### src/rtl/binary_add_pipe.sv
// binary_add_pipe: pipelined ripple-carry adder/subtractor.
//   {cout, S} = A + (sub ? ~B : B) + (cin ^ sub), carry chain cut into
//   STAGES registered segments of SEG = WIDTH/STAGES bits each.
// Ports:
//   clk, rst_n      clock (rising) / async active-low reset
//   en              pipeline advance; 0 freezes every register
//   in_valid        A/B/cin/sub carry a real operation this cycle
//   A, B, cin, sub  operands, carry-in, subtract select
//   S, cout, ovf    registered result, carry out of MSB, signed overflow
//   out_valid       S/cout/ovf belong to a valid operation
// Latency is STAGES enabled edges, counting the sampling edge.

// One carry-chain segment. Sums bits [K*SEG +: SEG] of the operands plus the
// incoming carry, merges them into the partial sum, and registers the whole
// slot (operands, partial sum, carry) so the next segment sees a coherent op.
module binary_add_seg #(
  parameter int WIDTH = 8,
  parameter int SEG   = 4,
  parameter int K     = 0
) (
  input  logic             clk,
  input  logic             rst_n,
  input  logic             en,
  input  logic [WIDTH-1:0] a_i,
  input  logic [WIDTH-1:0] b_i,
  input  logic [WIDTH-1:0] s_i,
  input  logic             c_i,
  output logic [WIDTH-1:0] a_o,
  output logic [WIDTH-1:0] b_o,
  output logic [WIDTH-1:0] s_o,
  output logic             c_o,
  output logic             ov_o
);
  localparam int LO = K * SEG;

  logic [SEG-1:0]   sum;
  logic             co;
  logic             cm;
  logic [WIDTH-1:0] s_nxt;

  assign {co, sum} = {1'b0, a_i[LO +: SEG]} + {1'b0, b_i[LO +: SEG]}
                   + {{SEG{1'b0}}, c_i};
  // carry into this segment's top bit, recovered from the sum bit
  assign cm = a_i[LO+SEG-1] ^ b_i[LO+SEG-1] ^ sum[SEG-1];

  always_comb begin
    s_nxt = s_i;
    s_nxt[LO +: SEG] = sum;
  end

  always_ff @(posedge clk or negedge rst_n) begin
    if (!rst_n) begin
      a_o  <= '0;
      b_o  <= '0;
      s_o  <= '0;
      c_o  <= 1'b0;
      ov_o <= 1'b0;
    end else if (en) begin
      a_o  <= a_i;
      b_o  <= b_i;
      s_o  <= s_nxt;
      c_o  <= co;
      // only meaningful for the top segment, where it is the word's ovf
      ov_o <= co ^ cm;
    end
  end
endmodule

module binary_add_pipe #(
  parameter int WIDTH  = 8,
  parameter int STAGES = 2
) (
  input  logic             clk,
  input  logic             rst_n,
  input  logic             en,
  input  logic             in_valid,
  input  logic [WIDTH-1:0] A,
  input  logic [WIDTH-1:0] B,
  input  logic             cin,
  input  logic             sub,
  output logic [WIDTH-1:0] S,
  output logic             cout,
  output logic             ovf,
  output logic             out_valid
);
  localparam int SEG = WIDTH / STAGES;

  if (WIDTH < 2 || STAGES < 1 || STAGES > WIDTH || (WIDTH % STAGES) != 0) begin : g_bad_cfg
    $error("binary_add_pipe: illegal WIDTH=%0d / STAGES=%0d", WIDTH, STAGES);
  end

  // index k = slot entering segment k; index STAGES = output registers
  logic [STAGES:0][WIDTH-1:0] a_p, b_p, s_p;
  logic [STAGES:0]            c_p, ov_p;
  logic [STAGES:0]            vld_pipe;
  logic [STAGES-1:0]          vld_q;

  assign a_p[0]  = A;
  assign b_p[0]  = sub ? ~B : B;
  assign s_p[0]  = '0;
  assign c_p[0]  = cin ^ sub;
  assign ov_p[0] = 1'b0;

  for (genvar k = 0; k < STAGES; k++) begin : g_stage
    binary_add_seg #(.WIDTH(WIDTH), .SEG(SEG), .K(k)) u_seg (
      .clk  (clk),
      .rst_n(rst_n),
      .en   (en),
      .a_i  (a_p[k]),
      .b_i  (b_p[k]),
      .s_i  (s_p[k]),
      .c_i  (c_p[k]),
      .a_o  (a_p[k+1]),
      .b_o  (b_p[k+1]),
      .s_o  (s_p[k+1]),
      .c_o  (c_p[k+1]),
      .ov_o (ov_p[k+1])
    );
  end

  // valid bit rides alongside the data slots
  assign vld_pipe = {vld_q, in_valid};

  always_ff @(posedge clk or negedge rst_n) begin
    if (!rst_n)  vld_q <= '0;
    else if (en) vld_q <= vld_pipe[STAGES-1:0];
  end

  assign S         = s_p[STAGES];
  assign cout      = c_p[STAGES];
  assign ovf       = ov_p[STAGES];
  assign out_valid = vld_pipe[STAGES];

  // operands past the last segment and lower-segment overflow flags are dead
  logic unused_tail;
  assign unused_tail = ^{a_p[STAGES], b_p[STAGES], ov_p[STAGES-1:0]};
endmodule
### config.mk
export PLATFORM = sky130hd
export DESIGN_NAME = binary_add_pipe
export DESIGN_NICKNAME = d
export VERILOG_FILES = /design/src/rtl/binary_add_pipe.sv
export SDC_FILE = /design/constraint.sdc
export NUM_CORES = 1
export LEC_CHECK = 0
export CORE_MARGIN = 5
export CORE_UTILIZATION = 35
export DETAILED_ROUTE_END_ITERATION = 16
export PLACE_DENSITY = 0.68
export SYNTH_ARGS = -nofsm -noshare
export SYNTH_HDL_FRONTEND = slang
export SYNTH_SLANG_ARGS = --single-unit
### constraint.sdc
create_clock -name clk -period 2.1 [get_ports clk]
set_input_delay 0.42 -clock clk [delete_from_list [all_inputs] [get_ports clk]]
set_output_delay 0.42 -clock clk [all_outputs]
set_load 0.03 [all_outputs]
==> results of run 1 <==
==> worst paths after layout <==
kind | start | cells past startpoint | end
max | B[0] | 7 | g_stage[0].u_seg.c_o$_DFFE_PN0P_
min | rst_n | 2 | g_stage[0].u_seg.a_o[5]$_DFFE_PN0P_
max reg2reg | g_stage[0].u_seg.a_o[4]$_DFFE_PN0P_ | 7 | g_stage[1].u_seg.ov_o$_DFFE_PN0P_
min reg2reg | vld_q[0]$_DFFE_PN0P_ | 1 | vld_q[1]$_DFFE_PN0P_
max in group asynchronous | rst_n | 2 | g_stage[0].u_seg.s_o[1]$_DFFE_PN0P_
min in group clk | vld_q[0]$_DFFE_PN0P_ | 1 | vld_q[1]$_DFFE_PN0P_
==> report_power, final <==
group          total [µW]  internal [µW]  switching, µW  leakage (µW)
Combinational         695            355            340      0.000439
Clock                 279            135            144     0.0000228
Sequential            673            607           67.0      0.000289
==> registers in the layout, indices dropped and copies added, names as in the netlist <==
| signal | cells |
|---|---|
| g_stage.u_seg.ov_o | 1 |
| g_stage.u_seg.s_o | 12 |
| vld_q | 2 |
| g_stage.u_seg.a_o | 4 |
| g_stage.u_seg.c_o | 2 |
| g_stage.u_seg.b_o | 4 |
==> cell usage in the layout, fill, tap and decap left out, types with 3 or more instances in the layout <==
master,netlist,layout
xor2_1,6,6
ha_1,6,6
mux2_2,15,15
clkdlybuf4s50_1,0,31
a21oi_1,9,9
dfrtp_1,25,25
inv_1,4,4
xnor2_1,8,8
a21o_1,3,3
nor2_1,9,9
clkbuf_8,0,3
buf_4,0,6
==> layout make-up <==
class,instances,area [µm²],share of cell area
clock buffers,4,45.0,0.0258
inverters,4,15.0,0.00859
multi-input cells,67,618,0.354
flip-flops and latches,25,626,0.358
well taps,48,60.1,0.0344
repair buffers,39,384,0.220
==> per-layer routing <==
layer	vias to the layer above	track usage	wire (µm)
met5	-	0	0
met4	0	0.0383	33
met3	4	0.0144	94
met2	24	0.163	1160
met1	404	0.126	967
li1	416	-	-
==> cell families (layout without fill, tap and decap cells) <==
logic type,count (synthesis),after routing,synth area share
muxes,17,17,0.152
xor gates and xnor gates,14,14,0.0960
buffers and inverters,9,47,0.0304
adders and majority gates,10,10,0.121
AOI/OAI and AO/OA,15,15,0.0764
DFF,25,25,0.490
and+or+nand+nor,11,11,0.0343
==> metrics by stage <==
stage          setup TNS, ps  setup slack [ps]  power (µW)  hold WS, ps  area [µm²]
6_report                   0               133        1650          509        1750
5_1_grt                    0              44.6        1740          527        1750
4_1_cts                    0              48.2        1670          513        1750
3_5_place_dp           -1410              -417        1390          494        1700
3_3_place_gp           -1250              -360        1370          485        1700
2_1_floorplan              0              2.01        1100          124        1280
==> run_results.csv, run 1 <==
group,metric,value,unit
logic_synthesis,synth_common_cells,"dfrtp_1 (25), mux2_2 (15), a21oi_1 (9), nor2_1 (9), xnor2_1 (8)",
clocking,cts.clk_slew.worst_paths,90,ps
floorplan,initial_utilization,0.354,
sta,slew_headroom,0.794,
floorplan,ios,33,
logic_synthesis,synth_edf_count,0,
routing,postRouteAntennaNets,0,
logic_synthesis,ys_seq_area_frac,0.490,
worst_setup_path,crit_type,"input pin to register",
sta,max_freq,508,MHz
logic_synthesis,synth-main-ff-cell,"dfrtp_1",
sta,worstMarginPinSlew,308,ps
worst_setup_path,cp_cell_sequence,"clkdlybuf4s50_1 > xor2_1 > fa_2 > fa_2 > a21o_1 > a21oi_1 > a21oi_1",
global_route,antenna_found_initial,0,
routing,drt_wl_total,2250,µm
sta,fin_worst_skew,5.78,ps
routing,first_pass_iters,4,
placement,dp_hpwl,1730,µm
outcome,status,"completed",
cells_and_area,layout-drive-gt1-share,0.216,
logic_synthesis,yosys_warnings,0,
clocking,worstSkewPairLatency,260,ps
power,p_per_area,943,nW/µm²
sta,maxSlewViolCount,0,
logic_synthesis,synth_area_leaders,"dfrtp_1 (49%), mux2_2 (13%), fa_1 (6.3%), ha_1 (5.9%), xnor2_1 (5.5%)",
clocking,cts_buffers,3,
routing,drc_errors,0,
clocking,cts_root_buffer,"clkbuf_8",
clocking,cts_tree,"done",
global_route,grt_pass1_wl,3960,µm
worst_setup_path,crit_buf_inv,1,
worst_setup_path,cpLargestDelayFamily,"adder cells",
routing,vias_per_cell,4.53,
logic_synthesis,netlist_area,1280,µm²
placement,place_inst,183,
floorplan,rows,22,
clocking,cts_resized,2,
floorplan,coreArea,3610,µm²
logic_synthesis,synth.avg_cell_area,12.6,µm²
worst_setup_path,slowest_delay,420,ps
sta,post-route-period-util,0.937,
worst_setup_path,critical_path_required,2250,ps
cells_and_area,area_growth_syn_to_layout,36.8,%
floorplan,die_h,70.4,µm
worst_setup_path,cp_max_fo,2,
logic_synthesis,syn_inst,101,
logic_synthesis,ys_types,19,
sta,rsz0062_at_grt,"false",
routing,drt_iter0_markers,37,
flow_run,max-cap-violations,0,
floorplan,floorplan.die_area,4960,µm²
placement,io_buffers,32,
placement,place_congestion,0.715,
sta,finalSetupViolations,0,
cells_and_area,instances_no_fill,187,
clocking,hold_buffers,0,
global_route,grt_max_degree,34,
cells_and_area,utilization,0.485,
hold_path,hp-class,"input pin to asynchronous set/reset pin",
worst_setup_path,arrival,2120,ps
global_route,overflow,0,
logic_synthesis,synth_top_area_frac,0.490,
worst_setup_path,start_kind,"input pin",
clocking,cts.htree.levels,1,
clocking,clock_path_buffers,2,
floorplan,die_x,70.4,µm
cells_and_area,antennaDiodeCount,0,
power,p_leak,0.000751,µW
worst_setup_path,r2r_setup_slack,320,ps
cells_and_area,fill_cells,343,
global_route,grt_use_total,0.0978,
cells_and_area,finish.net_count,172,
logic_synthesis,synth_area_leader_cell,"dfrtp_1",
worst_setup_path,cp-end-kind,"register",
global_route,grt_pass1_vias,880,
sta,min_period,1970,ps
routing,vias,848,
routing,wl_per_cell,12.0,µm
worst_setup_path,slowest_stage,"clkdlybuf4s50_1",
clocking,cts_setup_buffers,0,
logic_synthesis,yosysMostFrequentCell,"dfrtp_1",
logic_synthesis,syn_nets,133,
clocking,cts.sinks,25,
sta,finalHoldViolCount,0,
power,ir_worst_vdd,0.000318,V
logic_synthesis,ys_async_sr_fraction,1.00,
logic_synthesis,synth-seq-cells,25,
(Power assumes the default switching activity.)
==> run 2, diff against run 1 <==
PLACE_DENSITY = 0.67   (was 0.68)
==> run 2 against run 1 <==
- combinational power about the same
- via count shrank 1.9%
- final area hardly changed
- flip-flop and latch count did not move
- sequential share of layout area about the same
- worst setup slack got worse by 38 ps
- global-route usage decreased by 0.17 points
- largest cell class unchanged
- largest power group unchanged
==> run_results.csv, run 2 (synthesis gave the netlist of run 1 again) <==
group,metric,value,unit
cells_and_area,largestRegisters,"g_stage.u_seg.s_o: 12 flops, g_stage.u_seg.a_o: 4 flops, g_stage.u_seg.b_o: 4 flops",
hold_path,hp-class,"register to register",
clocking,cts_buffers,3,
global_route,grt_pass1_vias,848,
floorplan,rows,22,
power,pwr-share-comb,0.424,
cells_and_area,largest_reg_flops,12,
placement,place_congestion,0.734,
clocking,cts_setup_buffers,0,
outcome,status,"completed",
sta,slew_headroom,0.789,
worst_setup_path,critical_path_required,2260,ps
cells_and_area,design_area,1750,µm²
sta,max_freq,499,MHz
cells_and_area,final_common_cell,"clkdlybuf4s50_1",
sta,post-route-period-util,0.955,
sta,finalSetupViolations,0,
worst_setup_path,cp_max_fo,2,
global_route,grt_pass1_wl,3770,µm
power,ir_worst_vdd,0.000246,V
routing,postRouteAntennaNets,0,
hold_path,worstHoldPathCells,1,
worst_setup_path,cp-end-kind,"register",
cells_and_area,antennaDiodeCount,0,
sta,rsz0062_at_grt,"false",
floorplan,die_h,70.4,µm
power,p_per_area,942,nW/µm²
sta,min_period,2000,ps
global_route,grt_use_total,0.0962,
placement,io_buffers,32,
sta,maxSlewViolCount,0,
clocking,cts.htree.levels,1,
global_route,grt_max_degree,34,
routing,wl_per_cell,11.6,µm
cells_and_area,finish.net_count,172,
power,p_sw_frac,0.335,
placement,place_inst,183,
power,fin_total_pwr,1640,µW
power,p_seq_frac,0.407,
floorplan,die_x,70.4,µm
cells_and_area,regMostFlops,"g_stage.u_seg.s_o",
cells_and_area,layout-drive-gt1-share,0.216,
routing,first_pass_iters,4,
global_route,antenna_found_initial,0,
clocking,cts.sinks,25,
worst_setup_path,crit_type,"input pin to register",
power,internal_power,1090,µW
floorplan,initial_utilization,0.354,
clocking,cts_tree,"done",
cells_and_area,instances_no_fill,187,
power,pwr-share-clk,0.170,
flow_run,max-cap-violations,0,
clocking,cts.clk_slew.worst_paths,90,ps
placement,dpl_cell_area,1700,µm²
sta,hold-worst-slack,509,ps
routing,vias_per_cell,4.45,
routing,drt_iter0_markers,25,
floorplan,floorplan.die_area,4960,µm²
clocking,clock_path_buffers,2,
placement,dp_hpwl,1710,µm
sta,finalHoldViolCount,0,
worst_setup_path,arrival,2160,ps
worst_setup_path,start_kind,"input pin",
cells_and_area,final_cell_mix,"clkdlybuf4s50_1 (31), dfrtp_1 (25), mux2_2 (15), nor2_1 (9), a21oi_1 (9)",
sta,fin_worst_skew,4.12,ps
power,p_leak,0.000755,µW
routing,vias,832,
floorplan,ios,33,
sta,worstMarginPinSlew,316,ps
cells_and_area,area_growth_syn_to_layout,36.7,%
worst_setup_path,ff2ff_path_depth,7,
floorplan,coreArea,3610,µm²
clocking,worstSkewPairLatency,260,ps
global_route,overflow,0,
sta,fin_setup_tns,0,ps
clocking,cts_root_buffer,"clkbuf_8",
routing,drt_wl_total,2170,µm
power,power_switching,552,µW
routing,drc_errors,0,
## run 2: changes by cell type in the layout (fill, tap and decap cells not counted), sizes merged
| cell | previous run | this run |
|---|---|---|
| clkinv | 0 | 1 |
| clkbuf | 4 | 3 |
## run 2: critical path, stage by stage
cell and delay (ps):
clkdlybuf4s50_1 420, xor2_1 160, fa_2 380, fa_1 390, a21o_1 170, a21oi_1 140
a21oi_1 80
## run 2: timing repair
action	CTS	global route
setup endpoints to repair	4	2
hold buffers	0	0
hold endpoints to repair	0	0
resized for setup	1	1
## run 2: routing by layer
| metal | vias up | global-route usage | routed length, µm |
|---|---|---|---|
| li1 | 416 | - | - |
| met1 | 394 | 0.117 | 962 |
| met5 | - | 0 | 0 |
| met2 | 22 | 0.155 | 1080 |
| met4 | 0 | 0.0511 | 0 |
| met3 | 0 | 0.0245 | 124 |
## run 2: final timing paths
path / startpoint / endpoint / slack (ps)
worst max register to register: g_stage[0].u_seg.b_o[4]$_DFFE_PN0P_ / g_stage[1].u_seg.ov_o$_DFFE_PN0P_ / 330
worst min-delay path: vld_q[0]$_DFFE_PN0P_ / vld_q[0]$_DFFE_PN0P_ / 510
worst max-delay path: B[0] / g_stage[0].u_seg.c_o$_DFFE_PN0P_ / 100
worst min register to register: vld_q[0]$_DFFE_PN0P_ / vld_q[0]$_DFFE_PN0P_ / 510
max in group asynchronous: rst_n / g_stage[1].u_seg.s_o[1]$_DFFE_PN0P_ / 1340
min in group asynchronous: rst_n / g_stage[0].u_seg.a_o[5]$_DFFE_PN0P_ / 520
## run 2: cell type report
class                   instances  area, µm²
fillers                       325       1860
flip-flops and latches         25        626
multi-input cells              67        616
repair buffers                 39        384
well taps                      48       60.1
clock buffers                   3       41.3
inverters                       4       15.0
clock inverters                 1       5.00
## run 2: stage by stage
stage	setup WS [ps]	utilization
floorplan	2.01	-
CTS	24.1	0.484
detailed placement	-405	0.471
global placement	-361	0.471
global route	16.8	0.484
finish	95.4	0.484
## run 2: power by group through the flow
stage | Combinational [µW] | Sequential [µW] | Clock, µW
floorplan | 265 | 835 | 0
global placement | 692 | 679 | 0
detailed placement | 707 | 682 | 0
CTS | 707 | 672 | 292
global route | 753 | 689 | 318
finish | 697 | 669 | 279
==> run 3, diff against run 2 <==
ABC_AREA = 1   (was not set)
CAP_MARGIN = 20   (was not set)
PLACE_DENSITY = 0.66   (was 0.67)
==> run 3 against run 2 <==
- non-clock buffer count fell by 4
- largest cell class unchanged
- sequential power shrank 8.8%
- critical endpoint is now g_stage[0].u_seg.s_o[2]$_DFFE_PN0P_
- highest routed layer is now met4
- via count is 28% higher
==> run_results.csv, run 3 <==
group,metric,value,unit
worst_setup_path,cp.depth,9,
outcome,status,"completed",
logic_synthesis,synth-seq-cells,25,
clocking,cts.clk_slew.worst_paths,90,ps
hold_path,hp-class,"register to register",
sta,maxSlewViolCount,0,
worst_setup_path,crit_start,"B[0]",
cells_and_area,largest_reg_flops,12,
logic_synthesis,synth-main-ff-cell,"dfrtp_1",
sta,slew_headroom,0.452,
worst_setup_path,crit_end,"g_stage[0].u_seg.s_o[2]$_DFFE_PN0P_",
hold_path,worstHoldPathCells,2,
floorplan,die_x,71.6,µm
floorplan,ios,33,
routing,postRouteAntennaNets,0,
placement,place_congestion,0.842,
worst_setup_path,ff2ff_path_depth,10,
worst_setup_path,cp-end-kind,"register",
routing,drt_iter0_markers,58,
cells_and_area,antennaDiodeCount,0,
logic_synthesis,muxShareOfSynthArea,0,
worst_setup_path,slowest_stage,"clkdlybuf4s50_1",
sta,fin_worst_skew,5.49,ps
clocking,cts.sinks,25,
sta,finalSetupViolations,0,
cells_and_area,final_cell_mix,"nand2_1 (57), clkdlybuf4s50_1 (31), dfrtp_1 (25), o21ai_0 (14), inv_1 (13)",
worst_setup_path,cp_max_fo,2,
worst_setup_path,slowest_delay,410,ps
logic_synthesis,synth_edf_count,0,
worst_setup_path,cp_cell_sequence,"clkdlybuf4s50_1 > xor2_1 > fa_2 > fa_2 > nand2_1 > inv_1 > nor2_1 > o21ai_0 > o21ai_0",
worst_setup_path,critical_path_required,2290,ps
placement,post-place-ws,-291,ps
clocking,cts_tree,"done",
clocking,hold_buffers,0,
routing,first_pass_iters,4,
logic_synthesis,synth_top_area_frac,0.471,
global_route,grt_pass1_wl,4560,µm
clocking,cts_buffers,3,
logic_synthesis,synth.avg_cell_area,8.63,µm²
routing,drt_wl_total,2510,µm
placement,dp_hpwl,1890,µm
logic_synthesis,yosys_warnings,0,
worst_setup_path,cpLargestDelayFamily,"adder cells",
logic_synthesis,synth_area_leaders,"dfrtp_1 (47%), nand2_1 (16%), fa_1 (6.0%), ha_1 (5.6%), o21ai_0 (5.6%)",
sta,timing.final.ws_setup,206,ps
floorplan,die_h,71.6,µm
logic_synthesis,synth_fa_ha_area_frac,0.117,
power,p_per_area,798,nW/µm²
cells_and_area,final_common_cell,"nand2_1",
worst_setup_path,crit_type,"input pin to register",
worst_setup_path,r2r-end,"g_stage[1].u_seg.ov_o$_DFFE_PN0P_",
logic_synthesis,synth_common_cells,"nand2_1 (57), dfrtp_1 (25), o21ai_0 (15)",
worst_setup_path,r2r_setup_slack,360,ps
cells_and_area,design_area,1740,µm²
sta,rsz0062_at_grt,"false",
routing,drc_errors,0,
worst_setup_path,arrival,2080,ps
global_route,overflow,0,
power,ir_worst_vdd,0.000280,V
logic_synthesis,ys_types,15,
sta,min_period,1890,ps
cells_and_area,finish.net_count,220,
logic_synthesis,netlist_area,1330,µm²
floorplan,coreArea,3660,µm²
flow_run,max-cap-violations,0,
clocking,clock_path_buffers,2,
worst_setup_path,crit_buf_inv,2,
cells_and_area,fill_cells,361,
power,p_leak,0.000855,µW
worst_setup_path,start_kind,"input pin",
logic_synthesis,syn_nets,186,
routing,vias_per_cell,4.52,
logic_synthesis,yosysMostFrequentCell,"nand2_1",
clocking,cts_root_buffer,"clkbuf_8",
global_route,antenna_found_initial,0,
sta,finalHoldViolCount,0,
worst_setup_path,worstReg2RegStart,"g_stage[0].u_seg.a_o[4]$_DFFE_PN0P_",
logic_synthesis,synth-compound-area-share,0.0678,
sta,post-route-period-util,0.902,
routing,wl_per_cell,10.7,µm
logic_synthesis,ys_seq_area_frac,0.471,
placement,dpl_cell_area,1690,µm²
logic_synthesis,synth_xor_area_frac,0.0593,
sta,fin_setup_tns,0,ps
cells_and_area,largestRegisters,"g_stage.u_seg.s_o: 12 flops, g_stage.u_seg.a_o: 4 flops, g_stage.u_seg.b_o: 4 flops",
sta,max_freq,528,MHz
floorplan,rows,22,
clocking,cts.htree.levels,1,
global_route,grt_use_total,0.110,
cells_and_area,layout-drive-gt1-share,0.0481,
routing,vias,1063,
cells_and_area,regMostFlops,"g_stage.u_seg.s_o",
logic_synthesis,synth_simple_gate_area_frac,0.218,
cells_and_area,area_growth_syn_to_layout,31.3,%
global_route,grt_max_degree,32,
global_route,grt_pass1_vias,1067,
floorplan,initial_utilization,0.363,
clocking,worstSkewPairLatency,260,ps
logic_synthesis,ys_async_sr_fraction,1.00,
logic_synthesis,synth_top_family_by_area,"simple AND/OR/NAND/NOR gates",
sta,worstMarginPinSlew,821,ps
floorplan,floorplan.die_area,5130,µm²
logic_synthesis,synth_area_leader_cell,"dfrtp_1",
logic_synthesis,syn_inst,154,
placement,io_buffers,32,
clocking,cts_setup_buffers,0,
sta,hold-worst-slack,478,ps
==> run 3: changes by cell type after synthesis, moves of 6 or more <==
cell / delta
a21oi_1: -6
nand3_1: +10
inv_1: +9
o21ai_0: +14
nand2_1: +56
mux2_2: -15
==> run 3: worst min-delay path by stage <==
| stage | startpoint | to | slack, ps |
|---|---|---|---|
| floorplan | rst_n | g_stage[0].u_seg.a_o[4]$_DFFE_PN0P_ | 120 |
| global placement | vld_q[0]$_DFFE_PN0P_ | vld_q[1]$_DFFE_PN0P_ | 450 |
| detailed placement | g_stage[1].u_seg.s_o[3]$_DFFE_PN0P_ | g_stage[1].u_seg.s_o[3]$_DFFE_PN0P_ | 460 |
| CTS | g_stage[1].u_seg.s_o[3]$_DFFE_PN0P_ | g_stage[1].u_seg.s_o[3]$_DFFE_PN0P_ | 480 |
| global route | vld_q[0]$_DFFE_PN0P_ | vld_q[1]$_DFFE_PN0P_ | 500 |
| finish | g_stage[1].u_seg.s_o[3]$_DFFE_PN0P_ | g_stage[1].u_seg.s_o[3]$_DFFE_PN0P_ | 480 |
==> run 3: power breakdown <==
group | leakage [µW] | switching, µW | internal (µW)
Combinational | 0.000524 | 281 | 221
Clock | 0.0000255 | 146 | 132
Sequential | 0.000306 | 43.4 | 567
==> run 3: layer usage <==
| layer | vias up | share of wire | GRT usage |
|---|---|---|---|
| met3 | 4 | 0.061 | 0.0266 |
| met2 | 22 | 0.48 | 0.187 |
| li1 | 546 | - | - |
| met5 | - | 0 | 0 |
| met4 | 0 | 0.0092 | 0.0355 |
| met1 | 491 | 0.45 | 0.137 |
==> run 3: worst min-delay path: stages, from the launching register on <==
cell	delay, ps
dfrtp_1	350
nand2_1	50
nand2_1	50
==> run 3: what timing repair did <==
item / CTS / global route
cloned: 0 / 0
setup endpoints to repair: 1 / 2
resized for setup: 1 / 3
hold endpoints to repair: 0 / 0
==> run 3: kinds of logic (layout without fill, tap and decap cells) <==
family	Yosys count	in the layout
AND/OR/NAND/NOR	73	73
flip-flops	25	25
buffers and inverters	19	52
AO/OA/AOI/OAI	18	18
adder cells (fa/ha/maj)	10	10
XOR/XNOR	9	9
==> run 3: cell type report <==
class / count / area, µm² / share of cell area
Multi-Input combinational cell: 110 / 618 / 0.354
Sequential cell: 25 / 626 / 0.359
Timing Repair Buffer: 35 / 345 / 0.198
Tap cell: 48 / 60.1 / 0.0344
Clock buffer: 3 / 41.3 / 0.0237
Clock inverter: 1 / 5.00 / 0.00287
Inverter: 13 / 48.8 / 0.0280
==> run 3: stage by stage <==
| stage | total power (µW) | instances | util |
|---|---|---|---|
| after floorplan | 926 | 154 | - |
| after global placement | 1120 | 231 | 0.462 |
| after detailed placement | 1130 | 231 | 0.462 |
| after CTS | 1420 | 235 | 0.475 |
| after global routing | 1510 | 235 | 0.476 |
| final | 1390 | 235 | 0.476 |
